<file path="config.mk">
export PLATFORM = sky130hd
export DESIGN_NAME = mer_meter_param
export DESIGN_NICKNAME = d
export VERILOG_FILES = /design/src/rtl/mer_meter_param.sv
export SDC_FILE = /design/constraint.sdc
export NUM_CORES = 2
export LEC_CHECK = 0
export BUFFER_PORTS_ARGS = -buffer_cell sky130_fd_sc_hd__clkbuf_2
export CAP_MARGIN = 25
export CORE_ASPECT_RATIO = 0.9
export CORE_MARGIN = 8
export CORE_UTILIZATION = 52
export DETAILED_ROUTE_END_ITERATION = 10
export PLACE_DENSITY = 0.66
export RECOVER_POWER = 100
export SYNTH_ARGS = -nofsm -noshare
export SYNTH_HDL_FRONTEND = slang
export SYNTH_SLANG_ARGS = --single-unit
</file>
<file path="constraint.sdc">
create_clock -name sys_clk -period 20.1 [get_ports sys_clk]
set_input_delay 1.005 -clock sys_clk [delete_from_list [all_inputs] [get_ports sys_clk]]
set_output_delay 1.005 -clock sys_clk [all_outputs]
set_load 0.02 [all_outputs]
</file>
<file path="src/rtl/mer_meter_param.sv">
// Modulation-error-ratio meter: phase-select delay line, 4/2-ASK slicer
// against a self-estimated reference, and windowed error statistics.
module mer_meter_param #(
   parameter int  DATA_W    = 18,
   parameter int  PHASES    = 4,
   parameter int  LOG2_SYMS = 20,
   localparam int SEL_W     = $clog2(PHASES)
) (
   input  logic                       sys_clk,
   input  logic                       reset,
   input  logic                       sam_clk_en,
   input  logic                       sym_clk_en,
   input  logic signed [DATA_W-1:0]   dec_in,
   input  logic        [SEL_W-1:0]    phase_sel,
   input  logic                       mode,
   input  logic                       start,
   input  logic                       continuous,
   output logic                       busy,
   output logic                       done,
   output logic signed [DATA_W-1:0]   ref_lvl,
   output logic signed [DATA_W-1:0]   err_avg,
   output logic        [2*DATA_W-1:0] err_sq_avg,
   output logic        [1:0]          slice
);

   localparam int EW = DATA_W + 2;
   localparam int AW = DATA_W + LOG2_SYMS;
   localparam int QW = 2 * DATA_W + LOG2_SYMS;

   localparam logic signed [EW-1:0] MAX_X = EW'((2 ** (DATA_W - 1)) - 1);
   localparam logic signed [EW-1:0] MIN_X = ~MAX_X;

   localparam logic [1:0] S_IDLE = 2'd0;
   localparam logic [1:0] S_WARM = 2'd1;
   localparam logic [1:0] S_MEAS = 2'd2;

   function automatic logic signed [DATA_W-1:0] sat(
      input logic signed [EW-1:0] v
   );
      if (v > MAX_X) begin
         return MAX_X[DATA_W-1:0];
      end else if (v < MIN_X) begin
         return MIN_X[DATA_W-1:0];
      end
      return v[DATA_W-1:0];
   endfunction

   logic signed [DATA_W-1:0]   dly_q [PHASES-1];
   logic signed [DATA_W-1:0]   dly_d [PHASES-1];
   logic signed [DATA_W-1:0]   dec_var_q, dec_var_d;
   logic signed [DATA_W-1:0]   tap;
   logic                       acc_en_q, acc_en_d;
   logic        [1:0]          state_q, state_d;
   logic        [LOG2_SYMS-1:0] cnt_q, cnt_d;
   logic        [AW-1:0]       abs_sum_q, abs_sum_d;
   logic signed [AW-1:0]       err_sum_q, err_sum_d;
   logic        [QW-1:0]       sq_sum_q, sq_sum_d;
   logic signed [DATA_W-1:0]   ref_lvl_q, ref_lvl_d;
   logic signed [DATA_W-1:0]   err_avg_q, err_avg_d;
   logic        [2*DATA_W-1:0] err_sq_avg_q, err_sq_avg_d;
   logic                       done_q, done_d;

   logic signed [EW-1:0]       d_x, r_x, half_x, three_x;
   logic signed [EW-1:0]       lvl_x, lvl_sx, err_x, abs_x;
   logic signed [DATA_W-1:0]   lvl_sat, err_sat;
   logic        [DATA_W-1:0]   abs_v;
   logic signed [2*DATA_W-1:0] sq;
   logic        [1:0]          slice_c;
   logic        [AW-1:0]       abs_nx;
   logic signed [AW-1:0]       err_nx;
   logic        [QW-1:0]       sq_nx;
   logic                       win_end;

   always_comb begin
      dly_d = dly_q;
      if (sam_clk_en) begin
         dly_d[0] = dec_in;
         for (int i = 1; i < PHASES - 1; i++) begin
            dly_d[i] = dly_q[i-1];
         end
      end
   end

   always_comb begin
      tap = dec_in;
      for (int i = 1; i < PHASES; i++) begin
         if (int'(phase_sel) == i) begin
            tap = dly_q[i-1];
         end
      end
   end

   assign dec_var_d = sym_clk_en ? tap : dec_var_q;
   assign acc_en_d  = sym_clk_en;

   // Slicer; a value sitting exactly on a threshold takes the upper level.
   always_comb begin
      d_x     = {{2{dec_var_q[DATA_W-1]}}, dec_var_q};
      r_x     = {{2{ref_lvl_q[DATA_W-1]}}, ref_lvl_q};
      half_x  = r_x >>> 1;
      three_x = r_x + half_x;
      lvl_x   = '0;
      slice_c = 2'b00;
      if (mode) begin
         if (d_x >= 0) begin
            lvl_x   = r_x;
            slice_c = 2'b11;
         end else begin
            lvl_x   = -r_x;
            slice_c = 2'b00;
         end
      end else begin
         if (d_x >= r_x) begin
            lvl_x   = three_x;
            slice_c = 2'b11;
         end else if (d_x >= 0) begin
            lvl_x   = half_x;
            slice_c = 2'b10;
         end else if (d_x >= -r_x) begin
            lvl_x   = -half_x;
            slice_c = 2'b01;
         end else begin
            lvl_x   = -three_x;
            slice_c = 2'b00;
         end
      end
      // Without a reference there is no decision; this keeps reset all-zero.
      if (ref_lvl_q == '0) begin
         slice_c = 2'b00;
      end
   end

   always_comb begin
      lvl_sat = sat(lvl_x);
      lvl_sx  = {{2{lvl_sat[DATA_W-1]}}, lvl_sat};
      err_x   = d_x - lvl_sx;
      err_sat = sat(err_x);
      sq      = err_sat * err_sat;
      abs_x   = d_x[EW-1] ? -d_x : d_x;
      abs_v   = (abs_x > MAX_X) ? MAX_X[DATA_W-1:0] : abs_x[DATA_W-1:0];
   end

   always_comb begin
      abs_nx = abs_sum_q + {{LOG2_SYMS{1'b0}}, abs_v};
      err_nx = err_sum_q + {{LOG2_SYMS{err_sat[DATA_W-1]}}, err_sat};
      sq_nx  = sq_sum_q + {{LOG2_SYMS{1'b0}}, sq};
   end

   assign win_end = acc_en_q && (state_q != S_IDLE) && (cnt_q == '1);

   always_comb begin
      state_d      = state_q;
      cnt_d        = cnt_q;
      abs_sum_d    = abs_sum_q;
      err_sum_d    = err_sum_q;
      sq_sum_d     = sq_sum_q;
      ref_lvl_d    = ref_lvl_q;
      err_avg_d    = err_avg_q;
      err_sq_avg_d = err_sq_avg_q;
      done_d       = 1'b0;
      case (state_q)
         S_IDLE: begin
            if (start) begin
               state_d   = S_WARM;
               cnt_d     = '0;
               abs_sum_d = '0;
               err_sum_d = '0;
               sq_sum_d  = '0;
            end
         end
         S_WARM: begin
            if (win_end) begin
               ref_lvl_d = abs_nx[AW-1:LOG2_SYMS];
               cnt_d     = '0;
               abs_sum_d = '0;
               err_sum_d = '0;
               sq_sum_d  = '0;
               state_d   = S_MEAS;
            end else if (acc_en_q) begin
               abs_sum_d = abs_nx;
               cnt_d     = cnt_q + LOG2_SYMS'(1);
            end
         end
         S_MEAS: begin
            if (win_end) begin
               ref_lvl_d    = abs_nx[AW-1:LOG2_SYMS];
               err_avg_d    = err_nx[AW-1:LOG2_SYMS];
               err_sq_avg_d = sq_nx[QW-1:LOG2_SYMS];
               done_d       = 1'b1;
               cnt_d        = '0;
               abs_sum_d    = '0;
               err_sum_d    = '0;
               sq_sum_d     = '0;
               state_d      = continuous ? S_MEAS : S_IDLE;
            end else if (acc_en_q) begin
               abs_sum_d = abs_nx;
               err_sum_d = err_nx;
               sq_sum_d  = sq_nx;
               cnt_d     = cnt_q + LOG2_SYMS'(1);
            end
         end
         default: begin
            state_d = S_IDLE;
         end
      endcase
   end

   always_ff @(posedge sys_clk or posedge reset) begin
      if (reset) begin
         for (int i = 0; i < PHASES - 1; i++) begin
            dly_q[i] <= '0;
         end
         dec_var_q    <= '0;
         acc_en_q     <= 1'b0;
         state_q      <= S_IDLE;
         cnt_q        <= '0;
         abs_sum_q    <= '0;
         err_sum_q    <= '0;
         sq_sum_q     <= '0;
         ref_lvl_q    <= '0;
         err_avg_q    <= '0;
         err_sq_avg_q <= '0;
         done_q       <= 1'b0;
      end else begin
         dly_q        <= dly_d;
         dec_var_q    <= dec_var_d;
         acc_en_q     <= acc_en_d;
         state_q      <= state_d;
         cnt_q        <= cnt_d;
         abs_sum_q    <= abs_sum_d;
         err_sum_q    <= err_sum_d;
         sq_sum_q     <= sq_sum_d;
         ref_lvl_q    <= ref_lvl_d;
         err_avg_q    <= err_avg_d;
         err_sq_avg_q <= err_sq_avg_d;
         done_q       <= done_d;
      end
   end

   assign busy       = (state_q != S_IDLE);
   assign done       = done_q;
   assign ref_lvl    = ref_lvl_q;
   assign err_avg    = err_avg_q;
   assign err_sq_avg = err_sq_avg_q;
   assign slice      = slice_c;

endmodule

</file>
==> metrics.yaml <==
slowest_cp_cell: "nor2_1"
post-synth-top-area-fraction_pct: 22.4
synth.largest_area_cell: "dfrtp_1"
worst_clock_skew_ps: 48.1
placement.cell_area_mm2: 0.0348
most-common-layout-cells: "inv_1, nand2_1, fa_1"
gp_routability_congestion: 0.996
slowest_delay_ps: 770
start_util_pct: 52.5
min_path_type: "reg2reg"
synthesis.nets: 4378
dieHeight_um: 257
period_share_pct: 94.0
path_delay_family: "compound AO/OA/AOI/OAI gates"
wl_mm: 88.9
startpoint_class_of_the_critical_path: "flip-flop"
grt_pass1_vias: 27200
detailedPlace.worstSlack_ps: 1590
critPathArrivalTime_ps: 19330
insertion_delay_ps: 590
setup-violations-final: 0
finalWorstSetupSlack_ps: 1210
chipWidth_um: 284
drt-met1-wl_mm: 40.6
routed-wl-met2_mm: 40.0
firstDrtPassIters: 6
htree_levels: 2
route.top_layer_used: "met4"
drt-wirelength-per-cell_um: 19.0
num_io_pins: 103
synth.distinct_cells: 95
buffer_and_inverter_count_on_the_worst_path: 7
critical_path_depth: 59
grt_first_pass_wirelength_mm: 146
most_common_cell_after_layout_fill_and_taps_aside: "inv_1"
cts.hold.buffers_added: 0
max_freq_ghz: 0.0529
synth.top_cells.by_area: "dfrtp_1, fa_1, ha_1"
route.antenna.remaining_nets: 0
antenna_cells_inserted: 0
vias_per_cell: 5.81
timing.critical_path.fanout_max: 37
dieArea_mm2: 0.0729
asyncSetResetFlopFracSynth_pct: 100
cap_viol_max_count: 6
place_hpwl_mm: 68.8
fin_nets: 4421
final_period_minus_worst_setup_slack_ps: 18890
clock-sinks: 300
drt_iter0_markers: 2120
synthesis.area_per_instance_um2: 8.93
gr-usage-all-layers_pct: 24.4
grt.overflow.total: 0
core.rowCount: 88
rsz0062_at_grt: "false"
clk_pin_slew_worst_paths_ps: 60
detail_route.drc_violations: 0
cts_tree: "done"
cts_buffers: 37
outcome: "finished, violations left"
layout.cell_area.non_filler_mm2: 0.0360
report.final.hold_viol_count: 0
synthFlopType: "dfrtp_1"
timing.setup.critical_path_class: "reg2reg"
area.growth.synth_to_final_pct: 7.26
worst-endpoint-required_ps: 20540
ctsLongestPathBuffers: 3
met3_wirelength_mm: 5.77
tightest_slew_ps: 4490
cts_resized: 0
grt_start_max_net_pins: 104
synth_seq_cells: 300
design.core.area_mm2: 0.0640
via_count: 27200
synth_seq_area_share_pct: 22.4
clockRootBuffer: "clkbuf_16"
fin_tns_setup_ps: 0
synth_edf_count: 0
post_route_cells_drive_above_1_share_pct: 6.69
synth_area_mm2: 0.0336
nature_of_the_critical_path_endpoint: "flip-flop"
total_placed_cells_including_tap_cells: 4613
synth_warnings: 0
slew_violations: 357
final_cell_count_no_fill: 4683
slew_headroom_pct: -201
initial_antenna_violation_count: 0
postSynthCellCount: 3757
buffers_inserted_by_post_cts_timing_repair: 0
portBuffers: 102
timing.reg2reg.worst_path_depth: 59
violations: "capacitance limit, slew limit"
fill_count: 5974
timing.hold.worst_path_depth: 2
synthesized netlist by cell type (all sizes together) (81+ instances only):
library cell,count
inv,444
mux2,89
o21ai,272
a21oi,195
a21o,85
ha,293
dfrtp,300
xnor2,150
xor2,92
clkbuf,96
nor2,244
nand2,425
fa,301
nand3,81
flip-flops by register name (all words and copies together), names as in the netlist:
name,flops
dly_q,54
abs_sum_q,38
acc_en_q,1
err_avg,18
done,1
dec_var_q,18
ref_lvl,18
state_q,2
err_sum_q,38
cnt_q,20
err_sq_avg,36
sq_sum_q,56
metal layers:
layer	global-route usage, %	up-vias
li1	-	13000
met1	34.6	13200
met2	38.3	820
met3	4.21	166
met4	6.78	0
met5	0	-
path summary, 6_finish.rpt:
path | startpoint | endpoint | slack [ps]
max | ref_lvl[1]$_DFFE_PP0P_ | sq_sum_q[40]$_DFFE_PP0P_ | 1210
min | err_sq_avg[12]$_DFFE_PP0P_ | err_sq_avg[12]$_DFFE_PP0P_ | 460
max reg2reg | ref_lvl[1]$_DFFE_PP0P_ | sq_sum_q[40]$_DFFE_PP0P_ | 1210
min reg2reg | err_sq_avg[12]$_DFFE_PP0P_ | err_sq_avg[12]$_DFFE_PP0P_ | 460
max in group asynchronous | reset | dec_var_q[17]$_DFFE_PP0P_ | 12710
min in group asynchronous | reset | cnt_q[10]$_DFFE_PP0P_ | 1790
cell families after synthesis:
logic type,Yosys count,synth area share [%]
buffers and inverters,577,6.57
other,1,0.0112
AOI/OAI and AO/OA,880,17.0
muxes,124,4.70
xor gates and xnor gates,242,6.32
DFF,300,22.4
and+or+nand+nor,1038,14.2
adders and majority gates,595,28.9
worst register-to-register path: cells and delay by family (launching register included):
kind	cells	cell delay [ps]
AOI/OAI and AO/OA	21	6070
and+or+nand+nor	17	5390
adders and majority gates	11	4680
buffers and inverters	7	1120
muxes	1	690
DFF	1	490
xor gates and xnor gates	2	310
cell type report:
class	instances	area (um2)	area share, %
well taps	855	1070	2.97
multi-input cells	2880	23800	66.2
clock buffers	52	1060	2.95
repair buffers	132	609	1.69
flip-flops and latches	300	7510	20.9
clock inverters	15	221	0.615
inverters	449	1690	4.69
through the flow:
stage / util (%) / hold slack, ps
finish: 56.3 / 460
global route: 56.3 / 495
CTS: 56.5 / 468
detailed placement: 54.5 / 455
global placement: 54.5 / 451
floorplan: - / 450
Power is left out: the tool's default activity adds up to more than one toggle a clock period on the data nets, which glitch-free logic cannot reach.
